===== src/rtl/raxm_mul_arbiter.sv =====
// -----------------------------------------------------------------------------
// raxm_mul_arbiter
//
// Shares one approximate multiplier (RAxM core, start/done handshake) between
// two requesters: requester 0 is the Wishbone register front end, requester 1
// is the logic-analyzer driver. Requests are granted round-robin, one
// operation at a time. The product (or a timeout abort) is returned to the
// granted requester only.
//
// Handshake semantics (all channels):
//   reqN: the requester raises reqN_valid with stable operands and keeps them
//         until it sees reqN_ready. reqN_ready is a one-cycle accept pulse,
//         only ever raised in IDLE, and only for the requester being granted.
//   rspN: rspN_valid stays high, with rsp_data/rsp_err held, until the
//         requester raises rspN_ready. The transfer happens in the cycle
//         where both are high.
//   mul:  mul_start is a one-cycle pulse; mul_a/mul_b stay stable until the
//         operation completes. mul_done is only looked at while waiting for
//         the result, so stray or late pulses are harmless.
//
// Ports:
//   wb_clk_i, wb_rst_ni          clock, asynchronous active-low reset
//   req{0,1}_valid/ready/a/b     operand request channels
//   rsp{0,1}_valid/ready         response channels
//   rsp_data, rsp_err            shared response payload (product / abort flag)
//   mul_start, mul_a, mul_b      multiplier command
//   mul_done, mul_p              multiplier completion and product
//   busy                         high whenever an operation is in flight
// -----------------------------------------------------------------------------
module raxm_mul_arbiter #(
    parameter int WIDTH   = 16,
    parameter int TIMEOUT = 15   // WAIT cycles before abort, 1..255
) (
    input  logic               wb_clk_i,
    input  logic               wb_rst_ni,

    input  logic               req0_valid,
    output logic               req0_ready,
    input  logic [WIDTH-1:0]   req0_a,
    input  logic [WIDTH-1:0]   req0_b,
    output logic               rsp0_valid,
    input  logic               rsp0_ready,

    input  logic               req1_valid,
    output logic               req1_ready,
    input  logic [WIDTH-1:0]   req1_a,
    input  logic [WIDTH-1:0]   req1_b,
    output logic               rsp1_valid,
    input  logic               rsp1_ready,

    output logic [2*WIDTH-1:0] rsp_data,
    output logic               rsp_err,

    output logic               mul_start,
    output logic [WIDTH-1:0]   mul_a,
    output logic [WIDTH-1:0]   mul_b,
    input  logic               mul_done,
    input  logic [2*WIDTH-1:0] mul_p,

    output logic               busy
);

    typedef enum logic [1:0] {
        ST_IDLE  = 2'd0,
        ST_ISSUE = 2'd1,
        ST_WAIT  = 2'd2,
        ST_RESP  = 2'd3
    } state_t;

    state_t     state;
    state_t     state_nxt;

    logic       grant;        // requester owning the current operation
    logic       last_grant;   // requester served most recently
    logic [7:0] timer;        // WAIT cycles already spent without done

    logic       arb_any;
    logic       arb_sel;
    logic       wait_expired;
    logic       rsp_taken;

    // Round-robin pick: a lone requester always wins; on a tie the one that
    // was not served last wins. last_grant resets to 1 so requester 0 wins
    // the first tie after reset.
    always_comb begin
        arb_any = req0_valid | req1_valid;
        if (req0_valid && req1_valid) begin
            arb_sel = ~last_grant;
        end else begin
            arb_sel = req1_valid;
        end
    end

    // timer counts completed WAIT cycles, so this is the TIMEOUT-th WAIT
    // cycle. mul_done is checked first, so done wins a same-cycle tie.
    assign wait_expired = (timer == 8'(TIMEOUT - 1));
    assign rsp_taken    = grant ? rsp1_ready : rsp0_ready;

    // State register
    always_ff @(posedge wb_clk_i or negedge wb_rst_ni) begin
        if (!wb_rst_ni) begin
            state <= ST_IDLE;
        end else begin
            state <= state_nxt;
        end
    end

    // Next-state logic
    always_comb begin
        state_nxt = state;
        case (state)
            ST_IDLE:  if (arb_any) state_nxt = ST_ISSUE;
            ST_ISSUE: state_nxt = ST_WAIT;
            ST_WAIT:  if (mul_done || wait_expired) state_nxt = ST_RESP;
            ST_RESP:  if (rsp_taken) state_nxt = ST_IDLE;
            default:  state_nxt = ST_IDLE;
        endcase
    end

    // Output logic
    always_comb begin
        req0_ready = 1'b0;
        req1_ready = 1'b0;
        rsp0_valid = 1'b0;
        rsp1_valid = 1'b0;
        mul_start  = 1'b0;
        busy       = (state != ST_IDLE);
        case (state)
            ST_IDLE: begin
                req0_ready = arb_any & ~arb_sel;
                req1_ready = arb_any &  arb_sel;
            end
            ST_ISSUE: mul_start = 1'b1;
            ST_RESP: begin
                rsp0_valid = ~grant;
                rsp1_valid =  grant;
            end
            default: ;
        endcase
    end

    // Operand, grant, timer and response registers
    always_ff @(posedge wb_clk_i or negedge wb_rst_ni) begin
        if (!wb_rst_ni) begin
            grant      <= 1'b0;
            last_grant <= 1'b1;
            mul_a      <= '0;
            mul_b      <= '0;
            timer      <= '0;
            rsp_data   <= '0;
            rsp_err    <= 1'b0;
        end else begin
            case (state)
                ST_IDLE: begin
                    if (arb_any) begin
                        grant <= arb_sel;
                        mul_a <= arb_sel ? req1_a : req0_a;
                        mul_b <= arb_sel ? req1_b : req0_b;
                    end
                end
                ST_ISSUE: timer <= '0;
                ST_WAIT: begin
                    if (mul_done) begin
                        rsp_data <= mul_p;
                        rsp_err  <= 1'b0;
                    end else if (wait_expired) begin
                        rsp_data <= '0;
                        rsp_err  <= 1'b1;
                    end else begin
                        timer <= timer + 8'd1;
                    end
                end
                ST_RESP: begin
                    if (rsp_taken) last_grant <= grant;
                end
                default: ;
            endcase
        end
    end

endmodule

===== config.mk =====
export PLATFORM = sky130hd
export DESIGN_NAME = raxm_mul_arbiter
export DESIGN_NICKNAME = d
export VERILOG_FILES = /design/src/rtl/raxm_mul_arbiter.sv
export SDC_FILE = /design/constraint.sdc
export NUM_CORES = 1
export LEC_CHECK = 0
export BUFFER_PORTS_ARGS = -buffer_cell sky130_fd_sc_hd__buf_2
export CAP_MARGIN = 20
export CELL_PAD_IN_SITES_DETAIL_PLACEMENT = 1
export CELL_PAD_IN_SITES_GLOBAL_PLACEMENT = 1
export CORE_MARGIN = 5
export CORE_UTILIZATION = 35
export DETAILED_ROUTE_END_ITERATION = 6
export GPL_ROUTABILITY_DRIVEN = 0
export PLACE_DENSITY = 0.95
export SYNTH_ARGS = -nofsm -noshare
export SYNTH_HDL_FRONTEND = slang
export SYNTH_SLANG_ARGS = --single-unit

===== constraint.sdc =====
create_clock -name wb_clk_i -period 4.35 [get_ports wb_clk_i]
set_input_delay 0.435 -clock wb_clk_i [delete_from_list [all_inputs] [get_ports wb_clk_i]]
set_output_delay 0.435 -clock wb_clk_i [all_outputs]
set_load 0.05 [all_outputs]

After elaboration in Yosys (flattened, before gate mapping)
Cells that the tools add are included.
{"block": "classes", "add_sub_neg": 1, "mul": 0, "n_div": 0, "order_cmp": 0, "n_eq_ne": 9, "shift": 0, "muxes": 20, "bitwise_logic": 6, "reduce_logical": 11}
{"operator": "32-bit 2-to-1 mux", "count": 2}
{"operator": "16-bit 2-to-1 mux", "count": 2}
{"operator": "8-bit 2-to-1 mux", "count": 2}
{"operator": "8-bit one-hot mux with 2 select lines", "count": 1}
{"operator": "2-bit inequality test (second input constant)", "count": 5}
{"operator": "1-bit 2-to-1 mux", "count": 9}
{"operator": "8-bit by 1-bit adder with 8-bit output (second input constant)", "count": 1}
{"operator": "8-bit by 4-bit == test with 1-bit output (second input constant)", "count": 1}
{"operator": "2-bit one-hot mux with 4 select lines", "count": 1}
{"operator": "2-bit 2-to-1 mux", "count": 3}
{"operator": "2-bit AND reduction", "count": 3}
{"operator": "3-bit AND reduction", "count": 2}
{"operator": "2-bit nonzero test", "count": 3}
{"operator": "2-bit == test (second input constant)", "count": 2}
{"operator": "1-bit inverter", "count": 3}
{"operator": "1-bit AND", "count": 2}
{"operator": "2-bit by 1-bit == test with 1-bit output (second input constant)", "count": 1}
{"operator": "2-bit zero test", "count": 1}
{"operator": "1-bit logical AND", "count": 1}
{"operator": "1-bit logical OR", "count": 1}
{"operator": "1-bit OR", "count": 1}
{"block": "totals", "register_bits": 77, "latch_bits": 0, "mem_bits_rw": 0, "romBits": 0, "out_inout_bits": 71, "mem_count": 0}

Depth between registers and ports, before layout
Gate-level depths: netlist of the first run.
{"block": "logic_depth", "ltp_word": 5, "mapped_depth": 7, "depth_no_buf": 6}

Worst setup path before layout of the first run
Ideal clock, no wire load.
{"block": "synth_path", "kind": "reg-to-output", "start": "register state[0]", "end": "output req0_ready", "arrival_time_ns": 1.701, "required_time_ns": 3.915, "setup_slack_ns": 2.214, "path_stages_with_launch": 6, "path_cell_list": "dfrtp_1 > inv_1 > ha_1 > o21ai_1 > clkbuf_1 > nor2_1"}
{"block": "synth_via", "elab_chain_len": 2}
{"item": "start: declaration", "line": "70", "source": "state_t state;"}
{"item": "start signal: assignment", "line": "104", "source": "state <= state_nxt;"}
{"item": "2-bit zero test", "line": "128", "source": "case (state)"}
{"item": "1-bit 2-to-1 mux", "line": "128"}
{"item": "end: declaration", "line": "38", "source": "output logic req0_ready,"}
Every way passes these cells.

Worst setup path in the final report of the first run
{"block": "layout_path", "start": "register state[1]", "end": "output req0_ready"}
Same word-level chain as after synthesis.

==> impl_metrics.tcl, run 1 <==
set metrics [dict create \
    post_layout_inst_area_mm2 0.004519 \
    drc_errors 0 \
    timing.critical_path.from_type "flip-flop" \
    grt_first_pass_wirelength_mm 16.05 \
    placedInstanceArea_mm2 0.004263 \
    timing.critical_path.max_delay_family "buffers and inverters" \
    synth_async_sr_flop_share 1.000 \
    skew_ns 0.01263 \
    clk_latency_ns 0.35 \
    relSlewSlack 0.2986 \
    tritoncts.num_buffers 9 \
    routedWlPerCell_um 17.20 \
    timing.final.setup_violations 0 \
    critical-path-slowest-cell "sky130_fd_sc_hd__dfrtp_1" \
    synth_cell_area_mm2 0.003298 \
    gr_usage_total 0.1757 \
    critPathKind "flip-flop to primary output" \
    critical_path_capture_point_type "primary output" \
    cts_post_setup_buffers_inserted 0 \
    clock_tree_from_tritoncts "yes" \
    dieWidth_um 107.1 \
    final_core_util 0.4914 \
    row_count 35 \
    synth.area.top_cells "sky130_fd_sc_hd__dfrtp_1, sky130_fd_sc_hd__a22o_1, sky130_fd_sc_hd__mux2i_1" \
    cts_max_path_buffers 2 \
    grt_start_max_net_pins 78 \
    vdd_drop_max_mv 0.4489 \
    drt_iter0_markers 168 \
    totalPowerFinal_mw 3.928 \
    timing.critical_path.cells "inv_1, ha_1, o21ai_4, buf_4, nor2_1, buf_2" \
    detailedPlace.worstSlack_ns 2.096 \
    synth.most_common_cell "sky130_fd_sc_hd__dfrtp_1" \
    initial_utilization 0.3586 \
    achievable-frequency_ghz 0.4240 \
    syn-instance-count 292 \
    antenna_violating_nets_post_route 0 \
    critical_path.max_fanout 52 \
    antenna_cells 0 \
    layout.filler_cells 1073 \
    ctsRootBufferMaster "sky130_fd_sc_hd__clkbuf_8" \
    synthesis.nets 402 \
    dpl.hpwl_mm 7.620 \
    outcome "complete, no violations" \
    design.portCount 174 \
    area_growth_syn_to_layout_pct 37.03 \
    clock_sinks 77 \
    cts.reportedPaths.clkPinSlew_ns 0.09 \
    final.period_utilization 0.5422 \
    unrepaired_setup_endpoints_after_global_routing "no" \
    number_of_antenna_violations_at_the_first_check_in_global_routing 0 \
    ys_seq_area_frac 0.5846 \
    timing.critical_path.buf_inv 3 \
    synth-warning-count 0 \
    post_cts_resize_count 0 \
    floorplan.die_area_mm2 0.01147 \
    crit_path_max_incr_delay_ns 0.42 \
    final-hold-violation-count 0 \
    detail_route.vias_per_cell 5.172 \
    area_of_all_sequential_standard_cells_mm2 0.001928 \
    cts.hold.buffers_added 0 \
    fp.coreArea_mm2 0.009196 \
    tightest_slew_ns 1.041 \
    synth-seq-cells 77 \
    leakagePower_nw 2.408 \
    place.port_buffers 173 \
    synth_top_flop_cell "sky130_fd_sc_hd__dfrtp_1" \
    syn_avg_cell_area_um2 11.30 \
    synth_largest_area_cell "sky130_fd_sc_hd__dfrtp_1" \
    min_path_type "input pin to asynchronous set/reset pin" \
    die_h_um 107.1 \
    power.density_cell_area_mw_per_mm2 869.2 \
    final_critical_path_setup_slack_ns 1.991 \
    clock_tree.htree_level_count 3 \
    drv_slew 0 \
    required_ns 3.91 \
    drv.max_cap_violation_count 0 \
    grt_overflow_total 0 \
    edff_count_synth 0 \
    routed-via-count 2984 \
    synth.top_cell.area_share 0.5766 \
    first_global_vias 3226 \
    period_needed_ns 2.359 \
    drive_above_1_share 0.4249 \
    num-nets-final 571 \
    route.final.wire_length_mm 9.925 \
    drt_pre_antenna_iters 4 \
    post_synth_num_cell_types 32 \
    final.setup.tns_ns 0 \
    leading_post_synthesis_cells_by_instance_count "sky130_fd_sc_hd__dfrtp_1, sky130_fd_sc_hd__nand2_1, sky130_fd_sc_hd__o21ai_0, sky130_fd_sc_hd__a22o_1, sky130_fd_sc_hd__mux2i_1" \
    multiInputGateArea_mm2 0.001294 \
    critPathArrivalTime_ns 1.92 \
]
layout by cell type, fill, tap and decap left out, types with 2 or more instances in the layout:
cell / instances
sky130_fd_sc_hd__a21oi_1: 3
sky130_fd_sc_hd__a22o_1: 32
sky130_fd_sc_hd__a22oi_1: 14
sky130_fd_sc_hd__and2_1: 3
sky130_fd_sc_hd__buf_16: 2
sky130_fd_sc_hd__buf_2: 172
sky130_fd_sc_hd__buf_4: 3
sky130_fd_sc_hd__clkbuf_8: 9
sky130_fd_sc_hd__clkinvlp_4: 2
sky130_fd_sc_hd__dfrtp_1: 76
sky130_fd_sc_hd__ha_1: 7
sky130_fd_sc_hd__inv_1: 5
sky130_fd_sc_hd__inv_6: 2
sky130_fd_sc_hd__mux2i_1: 23
sky130_fd_sc_hd__nand2_1: 40
sky130_fd_sc_hd__nand3_1: 8
sky130_fd_sc_hd__nand4_1: 2
sky130_fd_sc_hd__nor2_1: 5
sky130_fd_sc_hd__nor2b_1: 2
sky130_fd_sc_hd__o21ai_0: 35
sky130_fd_sc_hd__or3_1: 3
sequential cells by signal, summed over array words and instances, names as in the netlist:
register    count
mul_a          16
grant           1
timer           8
rsp_data       32
rsp_err         1
mul_b          16
last_grant      1
state           2
per-stage QoR:
step | hold slack, ns | cells
finish | 0.03213 | 577
global route | 0.04415 | 577
CTS | 0.2590 | 574
detailed placement | 0.4681 | 558
global placement | 0.4595 | 558
floorplan | 0.1394 | 292
cells by family after synthesis:
family,Yosys count,share of synthesized area
mux,24,0.07435
simple gates,66,0.08877
fa+ha+maj,7,0.02655
compound gates,93,0.1958
buf+inv,25,0.02997
flops,77,0.5846
area by class of cell:
cell class | count | area share
clock inverters | 7 | 0.01274
inverters | 5 | 0.004153
repair buffers | 178 | 0.2121
multi-input cells | 190 | 0.2863
flip-flops and latches | 77 | 0.4266
clock buffers | 9 | 0.02741
well taps | 111 | 0.03073
final timing paths:
| path | startpoint | end | slack [ns] | cells past startpoint |
|---|---|---|---|---|
| worst max-delay path | state[1] | req0_ready | 1.99 | 6 |
| min in group wb_clk_i | mul_p[13] | rsp_data[13] | 0.30 | 2 |
| worst min-delay path | wb_rst_ni | mul_b[7] | 0.03 | 1 |
| worst min register to register | mul_b[6] | mul_b[6] | 0.48 | 2 |
| worst max register to register | timer[5] | timer[7] | 2.16 | 4 |
| max in group asynchronous | wb_rst_ni | timer[5] | 3.72 | 2 |
where the power goes:
group / internal, mW / leakage (nW) / switching [mW]
clock network: 0.215 / 0.0881 / 0.282
logic: 0.570 / 1.36 / 1.64
registers: 1.04 / 0.963 / 0.190
total: 1.82 / 2.41 / 2.11
per-layer routing:
layer | vias to the layer above | share of wire | GRT usage | wire [µm]
li1 | 1399 | - | - | -
met1 | 1447 | 0.39 | 0.2007 | 3864
met2 | 118 | 0.52 | 0.3119 | 5144
met3 | 20 | 0.070 | 0.04937 | 698
met4 | 0 | 0.022 | 0.06301 | 217
met5 | - | 0 | 0 | 0
Power figures use the tool's default switching activity.
==> run 2: changes to the inputs <==
--- a/config.mk
+++ b/config.mk
@@ -5,15 +5,16 @@
 export SDC_FILE = /design/constraint.sdc
 export NUM_CORES = 1
 export LEC_CHECK = 0
+export ABC_AREA = 1
 export BUFFER_PORTS_ARGS = -buffer_cell sky130_fd_sc_hd__buf_2
 export CAP_MARGIN = 20
 export CELL_PAD_IN_SITES_DETAIL_PLACEMENT = 1
 export CELL_PAD_IN_SITES_GLOBAL_PLACEMENT = 1
 export CORE_MARGIN = 5
-export CORE_UTILIZATION = 35
+export CORE_UTILIZATION = 29
 export DETAILED_ROUTE_END_ITERATION = 6
 export GPL_ROUTABILITY_DRIVEN = 0
-export PLACE_DENSITY = 0.95
+export PLACE_DENSITY = 0.87
 export SYNTH_ARGS = -nofsm -noshare
 export SYNTH_HDL_FRONTEND = slang
 export SYNTH_SLANG_ARGS = --single-unit
==> constraint.sdc (replaced) <==
create_clock -name wb_clk_i -period 2 [get_ports wb_clk_i]
set_input_delay 0.2 -clock wb_clk_i [delete_from_list [all_inputs] [get_ports wb_clk_i]]
set_output_delay 0.2 -clock wb_clk_i [all_outputs]
set_load 0.05 [all_outputs]
==> run 2 against run 1 <==
Net effect:
- critical path depth grew 1
- clock skew fell by 0.0046 ns
- combinational power is 130% higher
- largest power group unchanged
- non-clock buffer count grew 6
- utilization decreased by 8.6 points
==> impl_metrics.tcl, run 2 <==
set metrics [dict create \
    worst_hold_path.endpoint "rsp_data[25]" \
    antenna_violating_nets_post_route 0 \
    rr_worst_depth 9 \
    critPathKind "flip-flop to primary output" \
    skew_ns 0.008055 \
    post_synth_num_cell_types 27 \
    grt_overflow_total 0 \
    clk_latency_ns 0.33 \
    area_growth_syn_to_layout_pct 37.40 \
    die_h_um 120.3 \
    synth.area.top_cells "sky130_fd_sc_hd__dfrtp_1, sky130_fd_sc_hd__nand2_1, sky130_fd_sc_hd__nand3_1" \
    routed-via-count 3542 \
    design.portCount 174 \
    max_flop_register "rsp_data" \
    min_path_type "input pin to flip-flop" \
    worstReg2RegStart "timer[0]" \
    outcome "complete, no violations" \
    tritoncts.num_buffers 9 \
    grt_start_max_net_pins 52 \
    synth_top_flop_cell "sky130_fd_sc_hd__dfrtp_1" \
    layout.cells.most_common_list "sky130_fd_sc_hd__nand2_1, sky130_fd_sc_hd__buf_2, sky130_fd_sc_hd__dfrtp_1" \
    fp.coreArea_mm2 0.01196 \
    power.density_cell_area_mw_per_mm2 1915 \
    cts_post_setup_buffers_inserted 0 \
    final_critical_path_setup_slack_ns 0.1325 \
    place.port_buffers 173 \
    floorplan.die_area_mm2 0.01446 \
    synth.top_cell.area_share 0.5394 \
    mostFrequentLayoutCell "sky130_fd_sc_hd__nand2_1" \
    initial_utilization 0.2948 \
    clock_tree_from_tritoncts "yes" \
    vdd_drop_max_mv 0.3988 \
    antenna_cells 0 \
    relSlewSlack 0.5482 \
    period_needed_ns 1.867 \
    clock_tree.htree_level_count 3 \
    timing.final.setup_violations 0 \
    routedWlPerCell_um 15.69 \
    synthesis.nets 539 \
    syn-instance-count 429 \
    synth_async_sr_flop_share 1.000 \
    critical_path.max_fanout 4 \
    timing.critical_path.from_type "flip-flop" \
    largest_reg_flops 32 \
    num-nets-final 717 \
    drv.max_cap_violation_count 0 \
    dpl.hpwl_mm 9.108 \
    edff_count_synth 0 \
    drc_errors 0 \
    leading_post_synthesis_cells_by_instance_count "sky130_fd_sc_hd__nand2_1, sky130_fd_sc_hd__dfrtp_1, sky130_fd_sc_hd__nor2_1, sky130_fd_sc_hd__nand3_1, sky130_fd_sc_hd__o21ai_0" \
    final.setup.tns_ns 0 \
    unrepaired_setup_endpoints_after_global_routing "no" \
    first_global_vias 3840 \
    cts.reportedPaths.clkPinSlew_ns 0.06 \
    synth-warning-count 0 \
    gr_usage_total 0.1626 \
    dieWidth_um 120.3 \
    ctsRootBufferMaster "sky130_fd_sc_hd__clkbuf_16" \
    syn_avg_cell_area_um2 8.219 \
    placedInstanceArea_mm2 0.004553 \
    grt_first_pass_wirelength_mm 18.75 \
    tightest_slew_ns 0.6778 \
    detail_route.vias_per_cell 4.667 \
    detailedPlace.worstSlack_ns 0.4000 \
    required_ns 1.80 \
    biggest_regs "rsp_data x32, mul_a x16, mul_b x16" \
    achievable-frequency_ghz 0.5355 \
    post_layout_inst_area_mm2 0.004845 \
    final-hold-violation-count 0 \
    rrSetupSlack_ns 0.41 \
    clock_sinks 77 \
    synth-seq-cells 77 \
    synth_largest_area_cell "sky130_fd_sc_hd__dfrtp_1" \
    cts_max_path_buffers 2 \
    final.period_utilization 0.9337 \
    drive_above_1_share 0.3431 \
    rr_endpoint "timer[4]" \
    drv_slew 0 \
    leakagePower_nw 2.720 \
    totalPowerFinal_mw 9.278 \
    route.final.wire_length_mm 11.91 \
    ys_seq_area_frac 0.5468 \
    number_of_antenna_violations_at_the_first_check_in_global_routing 0 \
    synth.most_common_cell "sky130_fd_sc_hd__nand2_1" \
    drt_iter0_markers 171 \
    critPathArrivalTime_ns 1.67 \
    drt_pre_antenna_iters 4 \
    min_delay_startpoint "mul_p[25]" \
    critical_path_capture_point_type "primary output" \
    holdPathStages 3 \
    row_count 40 \
    fin_hold_ws_ns 0.06633 \
    synth_cell_area_mm2 0.003526 \
]
[run 2: final cells by class]
class,instances,area (µm²)
Fill cell,1504,7117
Sequential cell,77,1928
Multi-Input combinational cell,316,1414
Timing Repair Buffer,184,968.4
Clock buffer,12,256.5
Tap cell,147,183.9
Inverter,19,71.32
Clock inverter,4,22.52
[run 2: repair_timing]
action	in CTS	in global routing
setup endpoints to repair	0	1
gates resized for setup	0	2
endpoints found under the hold margin	49	0
hold buffers	1	0
[run 2: where the power goes]
part           internal [mW]  switching [mW]  total (mW)
sequential              2.27           0.402        2.67
combinational           1.15            3.93        5.08
clock                  0.902           0.628        1.53
[run 2: routing by layer]
layer  GRT usage  vias up  routed length, µm
li1            -     1700                  -
met1      0.1742     1713               4625
met2      0.3042       99               6407
met3     0.03648       30                501
met4     0.07153        0                372
met5           0        -                  0
[run 2: logic make-up (layout without fill, tap and decap cells)]
logic type | after synthesis | in the layout | synth area share
xor+xnor | 3 | 3 | 0.007453
compound gates | 42 | 42 | 0.06423
flops | 77 | 77 | 0.5468
buf+inv | 36 | 219 | 0.05216
fa+ha+maj | 7 | 7 | 0.02484
simple gates | 264 | 264 | 0.3045
[run 2: per-stage QoR]
stage / util / std cells
3_3_place_gp: 0.3806 / 742
2_1_floorplan: - / 429
6_report: 0.4050 / 759
4_1_cts: 0.4048 / 759
3_5_place_dp: 0.3806 / 742
5_1_grt: 0.4050 / 759
[run 2: how the worst max path moves through the flow]
stage / from / endpoint / cells past startpoint
3_3_place_gp: state[0] / req0_ready / 7
6_report: state[0] / req0_ready / 7
4_1_cts: state[0] / req0_ready / 7
5_1_grt: state[0] / req0_ready / 7
2_1_floorplan: state[0] / mul_b[10] / 9
3_5_place_dp: state[0] / timer[6] / 6
[run 2: critical path, stage by stage, from the launching register on]
cell and delay (ns):
sky130_fd_sc_hd__dfrtp_1 0.41, sky130_fd_sc_hd__inv_1 0.12, sky130_fd_sc_hd__ha_1 0.17, sky130_fd_sc_hd__inv_2 0.06
sky130_fd_sc_hd__nor2_1 0.15, sky130_fd_sc_hd__inv_1 0.11, sky130_fd_sc_hd__nor2_4 0.11, sky130_fd_sc_hd__buf_4 0.21
